**config.mk**
```make
export PLATFORM = sky130hd
export DESIGN_NAME = pluto_spi_host_flat
export DESIGN_NICKNAME = d
export VERILOG_FILES = /design/src/rtl/pluto_spi_host_if.sv /design/src/rtl/pluto_spi_host.sv /design/src/flat_wrapper.sv
export SDC_FILE = /design/constraint.sdc
export NUM_CORES = 1
export LEC_CHECK = 0
export CORE_ASPECT_RATIO = 0.75
export CORE_MARGIN = 1.5
export CORE_UTILIZATION = 58
export DETAILED_ROUTE_END_ITERATION = 6
export GPL_TIMING_DRIVEN = 0
export HOLD_SLACK_MARGIN = 0.08
export PLACE_DENSITY = 0.85
export REMOVE_ABC_BUFFERS = 1
export SLEW_MARGIN = 25
export SYNTH_ARGS = -nofsm -noshare
export SYNTH_HDL_FRONTEND = slang
export SYNTH_SLANG_ARGS = --single-unit
```
**constraint.sdc**
```tcl
create_clock -name clk -period 11 [get_ports clk]
set_input_delay 2.2 -clock clk [delete_from_list [all_inputs] [get_ports clk]]
set_output_delay 2.2 -clock clk [all_outputs]
set_load 0.02 [all_outputs]
```
**src/rtl/pluto_spi_host_if.sv**
```systemverilog
// pluto_spi_host_if
//   Bundles the host-side signals of the pluto servo SPI master: the frame
//   request and transmit words, the serial lines, and the received words.
//   modport master : the SPI host itself (drives SCK/MOSI/SSEL and rx words)
//   modport slave  : the user/bench side (drives start, tx words and MISO)
interface pluto_spi_host_if;
  logic        start;
  logic [15:0] pwm0;
  logic [15:0] pwm1;
  logic [15:0] pwm2;
  logic [15:0] pwm3;
  logic [9:0]  dout_cmd;
  logic        zpol;
  logic        qtest;
  logic        MISO;
  logic        SCK;
  logic        MOSI;
  logic        SSEL;
  logic        busy;
  logic        done;
  logic [27:0] quad0;
  logic [27:0] quad1;
  logic [27:0] quad2;
  logic [27:0] quad3;
  logic [7:0]  din_rx;
  logic [11:0] enc_stat;

  modport master (
    input  start, pwm0, pwm1, pwm2, pwm3, dout_cmd, zpol, qtest, MISO,
    output SCK, MOSI, SSEL, busy, done, quad0, quad1, quad2, quad3, din_rx, enc_stat
  );

  modport slave (
    output start, pwm0, pwm1, pwm2, pwm3, dout_cmd, zpol, qtest, MISO,
    input  SCK, MOSI, SSEL, busy, done, quad0, quad1, quad2, quad3, din_rx, enc_stat
  );
endinterface

```
**src/rtl/pluto_spi_host.sv**
```systemverilog
// pluto_spi_host
//   SPI master for the pluto servo slave. Each request sends one 20-byte frame
//   MSB first with SSEL low, shifting out PWM/dout/control bytes and capturing
//   the returned quadrature counts, din byte and raw encoder status.
// Ports
//   clk   : system clock, rising edge
//   RESET : asynchronous active-high reset, aborts any frame in flight
//   bus   : pluto_spi_host_if.master (start/tx words in, SPI lines, rx words out)
module pluto_spi_host #(
  parameter int CLKDIV  = 4,
  parameter int CSSETUP = 4,
  parameter int CSGAP   = 8
) (
  input  logic                     clk,
  input  logic                     RESET,
  pluto_spi_host_if.master         bus
);

  typedef enum logic [2:0] {IDLE, SETUP, HIGH, LOW, HOLD, GAP} state_t;

  localparam logic [15:0] SETUP_LEN = 16'(CSSETUP - 1);
  localparam logic [15:0] HALF_LEN  = 16'(CLKDIV - 1);
  localparam logic [15:0] GAP_LEN   = 16'(CSGAP - 1);
  localparam logic [7:0]  LAST_BIT  = 8'd160;

  state_t      state_reg;
  logic [15:0] div_cnt_reg;
  logic [7:0]  bit_cnt_reg;   // index of the bit currently on MOSI
  logic [7:0]  rx_sh_reg;
  logic [79:0] tx_shadow_reg; // bytes 0..9; bytes 10..19 are always zero
  logic [7:0]  rx_buf [19];   // byte 19 is never needed

  logic        sample_last;
  logic [7:0]  rx_byte;
  logic [27:0] quad_word [4];

  // Final sample of the HIGH phase; completes a byte every eighth bit.
  assign sample_last = (state_reg == HIGH) && (div_cnt_reg == 16'd0);
  assign rx_byte     = {rx_sh_reg[6:0], bus.MISO};

  for (genvar gi = 0; gi < 4; gi++) begin : g_quad
    assign quad_word[gi] = {rx_buf[4*gi+3][3:0], rx_buf[4*gi+2],
                            rx_buf[4*gi+1], rx_buf[4*gi]};
  end

  // Bit idx of the frame: byte idx[7:3], bit 7-idx[2:0] (which is ~idx[2:0]).
  function automatic logic tx_bit(input logic [7:0] idx);
    if (idx < 8'd80)
      return tx_shadow_reg[{idx[6:3], ~idx[2:0]}];
    return 1'b0;
  endfunction

  // Data-only storage: no reset needed, outputs are gated by the FSM.
  always_ff @(posedge clk) begin
    if (state_reg == IDLE && bus.start)
      tx_shadow_reg <= {bus.zpol, 1'b0, bus.qtest, 3'b000, bus.dout_cmd[9:8],
                        bus.dout_cmd[7:0], bus.pwm3, bus.pwm2, bus.pwm1, bus.pwm0};
    if (sample_last && bit_cnt_reg[2:0] == 3'd7 && bit_cnt_reg[7:3] < 5'd19)
      rx_buf[bit_cnt_reg[7:3]] <= rx_byte;
  end

  always_ff @(posedge clk or posedge RESET) begin
    if (RESET) begin
      state_reg    <= IDLE;
      div_cnt_reg  <= 16'd0;
      bit_cnt_reg  <= 8'd0;
      rx_sh_reg    <= 8'd0;
      bus.SCK      <= 1'b0;
      bus.MOSI     <= 1'b0;
      bus.SSEL     <= 1'b1;
      bus.busy     <= 1'b0;
      bus.done     <= 1'b0;
      bus.quad0    <= 28'd0;
      bus.quad1    <= 28'd0;
      bus.quad2    <= 28'd0;
      bus.quad3    <= 28'd0;
      bus.din_rx   <= 8'd0;
      bus.enc_stat <= 12'd0;
    end else begin
      bus.done <= 1'b0;
      case (state_reg)
        IDLE: begin
          if (bus.start) begin
            state_reg   <= SETUP;
            bus.busy    <= 1'b1;
            bus.SSEL    <= 1'b0;
            bus.SCK     <= 1'b0;
            // Shadow is loaded this same edge, so take bit 7 of byte 0 directly.
            bus.MOSI    <= bus.pwm0[7];
            bit_cnt_reg <= 8'd0;
            div_cnt_reg <= SETUP_LEN;
          end
        end
        SETUP: begin
          if (div_cnt_reg == 16'd0) begin
            state_reg   <= HIGH;
            bus.SCK     <= 1'b1;
            div_cnt_reg <= HALF_LEN;
          end else begin
            div_cnt_reg <= div_cnt_reg - 16'd1;
          end
        end
        HIGH: begin
          if (div_cnt_reg == 16'd0) begin
            rx_sh_reg   <= rx_byte;
            state_reg   <= LOW;
            bus.SCK     <= 1'b0;
            bus.MOSI    <= tx_bit(bit_cnt_reg + 8'd1);
            bit_cnt_reg <= bit_cnt_reg + 8'd1;
            div_cnt_reg <= HALF_LEN;
          end else begin
            div_cnt_reg <= div_cnt_reg - 16'd1;
          end
        end
        LOW: begin
          if (div_cnt_reg == 16'd0) begin
            div_cnt_reg <= HALF_LEN;
            // Every bit, including the last, gets a full LOW phase before HOLD.
            if (bit_cnt_reg == LAST_BIT) begin
              state_reg <= HOLD;
            end else begin
              state_reg <= HIGH;
              bus.SCK   <= 1'b1;
            end
          end else begin
            div_cnt_reg <= div_cnt_reg - 16'd1;
          end
        end
        HOLD: begin
          if (div_cnt_reg == 16'd0) begin
            state_reg    <= GAP;
            bus.SSEL     <= 1'b1;
            bus.done     <= 1'b1;
            div_cnt_reg  <= GAP_LEN;
            bus.quad0    <= quad_word[0];
            bus.quad1    <= quad_word[1];
            bus.quad2    <= quad_word[2];
            bus.quad3    <= quad_word[3];
            bus.din_rx   <= rx_buf[16];
            bus.enc_stat <= {rx_buf[18][3:0], rx_buf[17][7:4], rx_buf[17][3:0]};
          end else begin
            div_cnt_reg <= div_cnt_reg - 16'd1;
          end
        end
        GAP: begin
          if (div_cnt_reg == 16'd0) begin
            state_reg <= IDLE;
            bus.busy  <= 1'b0;
          end else begin
            div_cnt_reg <= div_cnt_reg - 16'd1;
          end
        end
        default: state_reg <= IDLE;
      endcase
    end
  end

endmodule

```
**src/flat_wrapper.sv**
```systemverilog
// flat-port wrapper written by rule: the top's interface ports become plain ports
module pluto_spi_host_flat 
#(
  parameter int CLKDIV  = 4,
  parameter int CSSETUP = 4,
  parameter int CSGAP   = 8
)
  (clk, RESET, bus_start, bus_pwm0, bus_pwm1, bus_pwm2, bus_pwm3, bus_dout_cmd, bus_zpol, bus_qtest, bus_MISO, bus_SCK, bus_MOSI, bus_SSEL, bus_busy, bus_done, bus_quad0, bus_quad1, bus_quad2, bus_quad3, bus_din_rx, bus_enc_stat);
  pluto_spi_host_if bus_i ();
  input  logic clk;
  input  logic RESET;
  input wire logic [$bits(bus_i.start)-1:0] bus_start;
  input wire logic [$bits(bus_i.pwm0)-1:0] bus_pwm0;
  input wire logic [$bits(bus_i.pwm1)-1:0] bus_pwm1;
  input wire logic [$bits(bus_i.pwm2)-1:0] bus_pwm2;
  input wire logic [$bits(bus_i.pwm3)-1:0] bus_pwm3;
  input wire logic [$bits(bus_i.dout_cmd)-1:0] bus_dout_cmd;
  input wire logic [$bits(bus_i.zpol)-1:0] bus_zpol;
  input wire logic [$bits(bus_i.qtest)-1:0] bus_qtest;
  input wire logic [$bits(bus_i.MISO)-1:0] bus_MISO;
  output wire logic [$bits(bus_i.SCK)-1:0] bus_SCK;
  output wire logic [$bits(bus_i.MOSI)-1:0] bus_MOSI;
  output wire logic [$bits(bus_i.SSEL)-1:0] bus_SSEL;
  output wire logic [$bits(bus_i.busy)-1:0] bus_busy;
  output wire logic [$bits(bus_i.done)-1:0] bus_done;
  output wire logic [$bits(bus_i.quad0)-1:0] bus_quad0;
  output wire logic [$bits(bus_i.quad1)-1:0] bus_quad1;
  output wire logic [$bits(bus_i.quad2)-1:0] bus_quad2;
  output wire logic [$bits(bus_i.quad3)-1:0] bus_quad3;
  output wire logic [$bits(bus_i.din_rx)-1:0] bus_din_rx;
  output wire logic [$bits(bus_i.enc_stat)-1:0] bus_enc_stat;
  assign bus_i.start = bus_start;
  assign bus_i.pwm0 = bus_pwm0;
  assign bus_i.pwm1 = bus_pwm1;
  assign bus_i.pwm2 = bus_pwm2;
  assign bus_i.pwm3 = bus_pwm3;
  assign bus_i.dout_cmd = bus_dout_cmd;
  assign bus_i.zpol = bus_zpol;
  assign bus_i.qtest = bus_qtest;
  assign bus_i.MISO = bus_MISO;
  assign bus_SCK = bus_i.SCK;
  assign bus_MOSI = bus_i.MOSI;
  assign bus_SSEL = bus_i.SSEL;
  assign bus_busy = bus_i.busy;
  assign bus_done = bus_i.done;
  assign bus_quad0 = bus_i.quad0;
  assign bus_quad1 = bus_i.quad1;
  assign bus_quad2 = bus_i.quad2;
  assign bus_quad3 = bus_i.quad3;
  assign bus_din_rx = bus_i.din_rx;
  assign bus_enc_stat = bus_i.enc_stat;
  pluto_spi_host #(.CLKDIV(CLKDIV), .CSSETUP(CSSETUP), .CSGAP(CSGAP)) u_core (.clk(clk), .RESET(RESET), .bus(bus_i));
endmodule
```
==> results of run 1 <==
-- worst max path at each step --
stage | startpoint | to | cells after the start
floorplan | RESET | bus_din_rx[0] | 1
global placement | RESET | bus_quad3[2] | 2
detailed placement | bus_start | u_core.div_cnt_reg[14] | 7
CTS | bus_start | u_core.div_cnt_reg[14] | 7
global route | bus_start | u_core.div_cnt_reg[14] | 7
finish | bus_start | u_core.div_cnt_reg[14] | 7
-- through the flow --
stage                     hold slack (ns)  instance area [um2]  utilization (%)  power [mW]
after floorplan                     0.422                14000                -        1.94
after detailed placement            0.428                16800             69.9        2.07
after CTS                           0.433                17900             74.4        3.24
after global routing                0.456                17900             74.5        3.34
after global placement              0.425                16500             68.9        2.06
final                               0.433                17900             74.5        3.22
-- cells by family (layout without fill, tap and decap cells) --
group           after synthesis  in the layout  share of synthesized area [%]
flops                       379            379                           74.1
mux                          28             28                           3.83
fa+ha+maj                     5              5                          0.441
buf+inv                      61            303                           1.85
simple gates                560            560                           16.5
xor+xnor                     18             18                           1.11
compound gates               51             51                           2.19
-- cell usage in the layout (no fill, tap or decap), drive strengths merged, types with 2 or more instances in the layout --
master	instances
dfrtp	170
a211oi	2
a31oi	3
o31ai	4
nor2b	5
nand4	5
and4b	2
nor3b	3
a21oi	14
clkbuf	52
buf	12
inv	12
edfxtp	208
xor2	14
o21ai	16
or4	2
nand2b	6
clkinv	8
mux2i	6
nor3	9
o22ai	2
mux4	21
and2	2
and3	4
clkinvlp	2
clkdlybuf4s50	216
xnor2	4
nand2	436
nor4	5
nand4b	4
nor2	49
or3	2
ha	5
nand3	23
-- metal layers --
metal | share of wire, % | vias to the layer above
li1 | - | 4174
met1 | 40 | 4504
met2 | 50 | 412
met3 | 7.5 | 60
met4 | 2.4 | 0
met5 | 0 | -
-- report_power, final --
| group | total (mW) | leakage (nW) | switching, mW | internal [mW] |
|---|---|---|---|---|
| combinational | 0.412 | 2.65 | 0.197 | 0.216 |
| clock | 1.17 | 0.530 | 0.509 | 0.656 |
| sequential | 1.64 | 4.23 | 0.0971 | 1.54 |
-- layout make-up --
cell class                      instances  area [um2]
Sequential cell                       379       10500
Fill cell                            1511        6140
Multi-Input combinational cell        662        3430
Timing Repair Buffer                  228        2380
Clock buffer                           52         992
Tap cell                              331         414
Clock inverter                         14         106
Inverter                                9        43.8
-- critical path, stage by stage --
cell	delay [ns]
clkdlybuf4s50_1	0.56
nor4_1	0.07
a21oi_1	0.73
and4b_1	0.41
nand4b_1	0.14
xor2_1	0.20
nor2_1	0.05
==> metrics.csv, run 1 <==
metric,value,unit
busiest_layer,met2,
worst_slew_pin_slew,0.962,ns
drive_gt1_share,7.14,%
yosys-top-cells-area,"edfxtp_1, dfrtp_1, nand2_1",
place_congestion,0.819,
powerDensity,180,nW/um2
syn2layout_area_growth,26.0,%
synthTopCellsByCount,"nand2_1, edfxtp_1, dfrtp_1",
ff2ff_path_depth,7,
dr.pass1.iters,5,
yosysTopAreaCell,edfxtp_1,
synthFlopType,edfxtp_1,
finalCriticalPeriod,3.98,ns
insertedDiodeCount,0,
rsz0062_at_grt,no,
reg2reg_from,u_core.bit_cnt_reg[0],
vias_per_cell,5.46,
r2r_end,u_core.bus.MOSI,
pre_cts_slack,6.50,ns
io_pins,217,
rrSetupSlack,7.58,ns
timing.slew.headroom,35.7,%
startpoint_type,input port,
avgSynthCellArea,12.9,um2
worstHoldEndpoint,bus_quad2[23],
core_area,24000,um2
critPathMaxFanout,12,
synth_cell_types,52,
chipHeight,139,um
cts_root_buf,clkbuf_16,
grt_max_degree,100,
wirelength,31500,um
die_w,184,um
drt_iter0_markers,995,
ctsHtreeMaxLevel,2,
row_count,49,
setup_viol,0,
largest_reg_flops,132,
postRouteAntennaNets,0,
grt_usage,25.7,%
initial_core_util,59.1,%
hold_path_depth,2,
die_area,25400,um2
postSynthCellCount,1102,
fin_skew,0.0205,ns
met2_usage,42.7,%
holdCritStartpoint,u_core.rx_buf[10][7],
grt_pass1_vias,9228,
placed_cells,1609,
antenna_found_initial,0,
syn_area,14200,um2
maxSlewViolCount,0,
end_kind,register,
yosys_warnings,0,
vdd_drop_max,116,uV
dp.final_hpwl,20100,um
cts_hold_buf,0,
path_class,in -> reg,
cts_buffer_depth,3,
synth_edf_count,208,
ys_ff_latch,379,
grt_util_met3,5.35,%
yosys.area.top_type_share,44.0,%
fmax,0.251,GHz
synth-seq-area-share,74.1,%
cts.clk_slew.worst_paths,0.06,ns
cap_viol_max_count,0,
fin_nets,1401,
fin_crit_sh,36.2,%
grt_pass1_wl,50100,um
via_count,9150,
fin_tns_setup,0,ns
worstSkewPairLatency,0.52,ns
p_leak,7.41,nW
cp.arrival,4.36,ns
post_cts_resized,0,
hp-class,reg -> reg,
portBuffers,216,
cts_sinks,379,
finalNonFillerCells,1675,
worst_ep_required_time,11.38,ns
drt_drc_violations_left,0,
status,completed,
post_cts_buffers,0,
hold_violations,0,
cts_tree,yes,
yosysMostFrequentCell,nand2_1,
wl_per_cell,18.8,um
cts-buffers-inserted,36,
worst_slack,7.02,ns
use_met1,34.8,%
grt-ovfl-total,0,
async_flop_share,45.1,%
Note: power is estimated with default switching activity, not from simulation.
==> inputs of run 2 (changes only) <==
--- a/config.mk
+++ b/config.mk
@@ -7,11 +7,11 @@
 export LEC_CHECK = 0
 export CORE_ASPECT_RATIO = 0.75
 export CORE_MARGIN = 1.5
-export CORE_UTILIZATION = 58
+export CORE_UTILIZATION = 54
 export DETAILED_ROUTE_END_ITERATION = 6
 export GPL_TIMING_DRIVEN = 0
 export HOLD_SLACK_MARGIN = 0.08
-export PLACE_DENSITY = 0.85
+export PLACE_DENSITY = 0.8
 export REMOVE_ABC_BUFFERS = 1
 export SLEW_MARGIN = 25
 export SYNTH_ARGS = -nofsm -noshare
==> constraint.sdc (replaced) <==
create_clock -name clk -period 3.8 [get_ports clk]
set_input_delay 0.76 -clock clk [delete_from_list [all_inputs] [get_ports clk]]
set_output_delay 0.76 -clock clk [all_outputs]
set_load 0.02 [all_outputs]
==> metrics.csv, run 2 (same netlist as run 1, synthesis figures left out) <==
metric,value,unit,change
status,completed,,
layout_commonest_cell,nand2_1,,
postRouteAntennaNets,0,,unchanged
antenna_found_initial,0,,unchanged
largest_reg_flops,132,,unchanged
worst_slew_pin_slew,0.969,ns,+0.00759 ns
crit_buf_inv,0,,-1
worstSkewPairLatency,0.52,ns,about the same
rrSetupSlack,0.32,ns,-7.26 ns
vias_per_cell,5.35,,-2.0%
maxSlewViolCount,0,,unchanged
grt_max_degree,62,,-38%
hold_path_depth,2,,unchanged
portBuffers,216,,unchanged
cts-buffers-inserted,37,,+2.8%
post_dp_cell_area,16800,um2,+0.15%
post_cts_resized,0,,unchanged
chipHeight,143,um,+3.6%
grt_usage,23.1,%,-2.6 points
r2r_end,u_core.rx_buf[13][2],,
wl_per_cell,18.2,um,-3.0%
worstHoldEndpoint,bus_quad3[15],,
startpoint_type,register,,
die_w,190,um,+3.6%
p_leak,7.44,nW,+0.41%
p_seq_share,50.1,%,-0.9 points
timing.slew.headroom,35.2,%,-0.51 points
fin_crit_sh,91.5,%,
p_int,7.08,mW,+190%
ctsHtreeMaxLevel,2,,unchanged
dp.final_hpwl,20000,um,-0.24%
cap_viol_max_count,0,,unchanged
worst_ep_required_time,3.94,ns,-7.44 ns
fin_nets,1403,,+0.14%
grt_pass1_vias,8933,,-3.2%
vdd_drop_max,371,uV,+220%
via_count,9039,,-1.2%
place_congestion,0.835,,+2.0%
cts_sinks,379,,unchanged
dr.pass1.iters,5,,unchanged
path_delay_family,simple AND/OR/NAND/NOR gates,,
powerDensity,524,nW/um2,+190%
cts_hold_buf,0,,unchanged
layout_common_cells,"nand2_1, clkdlybuf4s50_1, edfxtp_1, dfrtp_1, nor2_1",,
critPathSlowestCell,nor2_1,,
holdCritStartpoint,u_core.rx_buf[13][7],,
insertedDiodeCount,0,,unchanged
finalHoldWorstSlack,0.442,ns,+0.00826 ns
drt_drc_violations_left,0,,unchanged
path_class,reg -> reg,,
cts_root_buf,clkbuf_16,,
end_kind,register,,
clkPwrFrac,36.7,%,+0.5 points
cp.arrival,3.62,ns,-0.74 ns
io_pins,217,,unchanged
comb_power_share,13.3,%,+0.5 points
path_cells,or4_4 > nor4_4 > nand3_1 > nor2_1 > nand3_1 > nor2_1,,
fmax,0.288,GHz,
cts_buffer_depth,3,,unchanged
postLayoutCellArea,17900,um2,+0.29%
row_count,51,,+4.1%
finalCriticalPeriod,3.48,ns,
rsz0062_at_grt,no,,
reg2reg_from,u_core.div_cnt_reg[9],,
core_area,25900,um2,+7.8%
drt_iter0_markers,703,,-29%
hold_violations,0,,unchanged
critPathMaxFanout,10,,-2
wirelength,30800,um,-2.2%
die_area,27300,um2,+7.3%
slowest_delay,0.74,ns,about the same
initial_core_util,54.8,%,-4.3 points
post_cts_buffers,0,,unchanged
switching_share,24.7,%,-0.24 points
p_sw,2.32,mW,+190%
ff2ff_path_depth,6,,-1
grt-ovfl-total,0,,unchanged
cts.clk_slew.worst_paths,0.06,ns,about the same
grt_pass1_wl,48200,um,-3.7%
hp-class,reg -> reg,,
drive_gt1_share,7.29,%,+0.14 points
cts_tree,yes,,
syn2layout_area_growth,26.4,%,
setup_viol,0,,unchanged
fin_skew,0.0160,ns,-0.00450 ns
==> run 2: cell count changes in the layout (fill, tap and decap cells not counted), sizes merged <==
| cell | before | now |
|---|---|---|
| clkinvlp | 2 | 0 |
| clkdlybuf4s50 | 216 | 215 |
| buf | 12 | 14 |
| clkbuf | 52 | 58 |
| inv | 12 | 11 |
| bufinv | 1 | 0 |
| clkinv | 8 | 6 |
==> run 2: final cells by class <==
cell class	instances	area (um2)
flip-flops and latches	379	10500
fillers	1759	7960
multi-input cells	662	3430
repair buffers	229	2380
clock buffers	58	1090
well taps	344	430
clock inverters	8	47.5
inverters	9	43.8
==> run 2: worst register-to-register path, delay by kind of cell (launching register included) <==
kind	cells	cell delay, ns
flip-flops	1	0.41
AND/OR/NAND/NOR	6	2.70
==> run 2: power by group through the flow <==
stage / registers (mW) / logic [mW] / clock network [mW]
floorplan: 4.78 / 0.836 / 0
global placement: 4.82 / 1.15 / 0
detailed placement: 4.78 / 1.25 / 0
CTS: 4.71 / 1.27 / 3.49
global route: 4.73 / 1.38 / 3.65
finish: 4.71 / 1.25 / 3.45
==> run 2: routing by layer <==
metal	GRT usage (%)	share of wire [%]
met1	32.9	44
met2	37.7	48
met3	4.13	6.7
met4	5.55	1.9
met5	0	0
==> run 2: how the worst max path moves through the flow <==
stage                                startpoint  slack (ns)  cells after the start                    to
final                     u_core.div_cnt_reg[9]        0.32                      6  u_core.rx_buf[13][2]
after floorplan           u_core.div_cnt_reg[9]       -1.69                      4       u_core.bus.done
after global placement    u_core.div_cnt_reg[9]       -4.00                      4       u_core.bus.done
after global routing      u_core.div_cnt_reg[9]        0.12                      6  u_core.rx_buf[13][7]
after detailed placement  u_core.div_cnt_reg[9]        0.41                      6  u_core.rx_buf[13][0]
after CTS                 u_core.div_cnt_reg[8]        0.35                      6  u_core.rx_buf[13][6]
==> run 2: through the flow <==
stage                     util (%)  total power, mW  setup TNS, ns  setup WS (ns)  cells
after floorplan                  -             5.62        -476.88          -1.69   1050
after global placement        63.9             5.96       -1207.34          -4.00   1610
after detailed placement      64.9             6.04              0          0.413   1623
after CTS                     69.3             9.47              0          0.350   1689
after global routing          69.3             9.76              0          0.125   1689
final                         69.3             9.41              0          0.324   1689
==> inputs of run 3 (changes only) <==
--- a/config.mk
+++ b/config.mk
@@ -13,6 +13,7 @@
 export HOLD_SLACK_MARGIN = 0.08
 export PLACE_DENSITY = 0.8
 export REMOVE_ABC_BUFFERS = 1
+export SKIP_CTS_REPAIR_TIMING = 1
 export SLEW_MARGIN = 25
 export SYNTH_ARGS = -nofsm -noshare
 export SYNTH_HDL_FRONTEND = slang
==> results of run 3 <==
Final layout, timing and power as in run 2 (identical DEF).
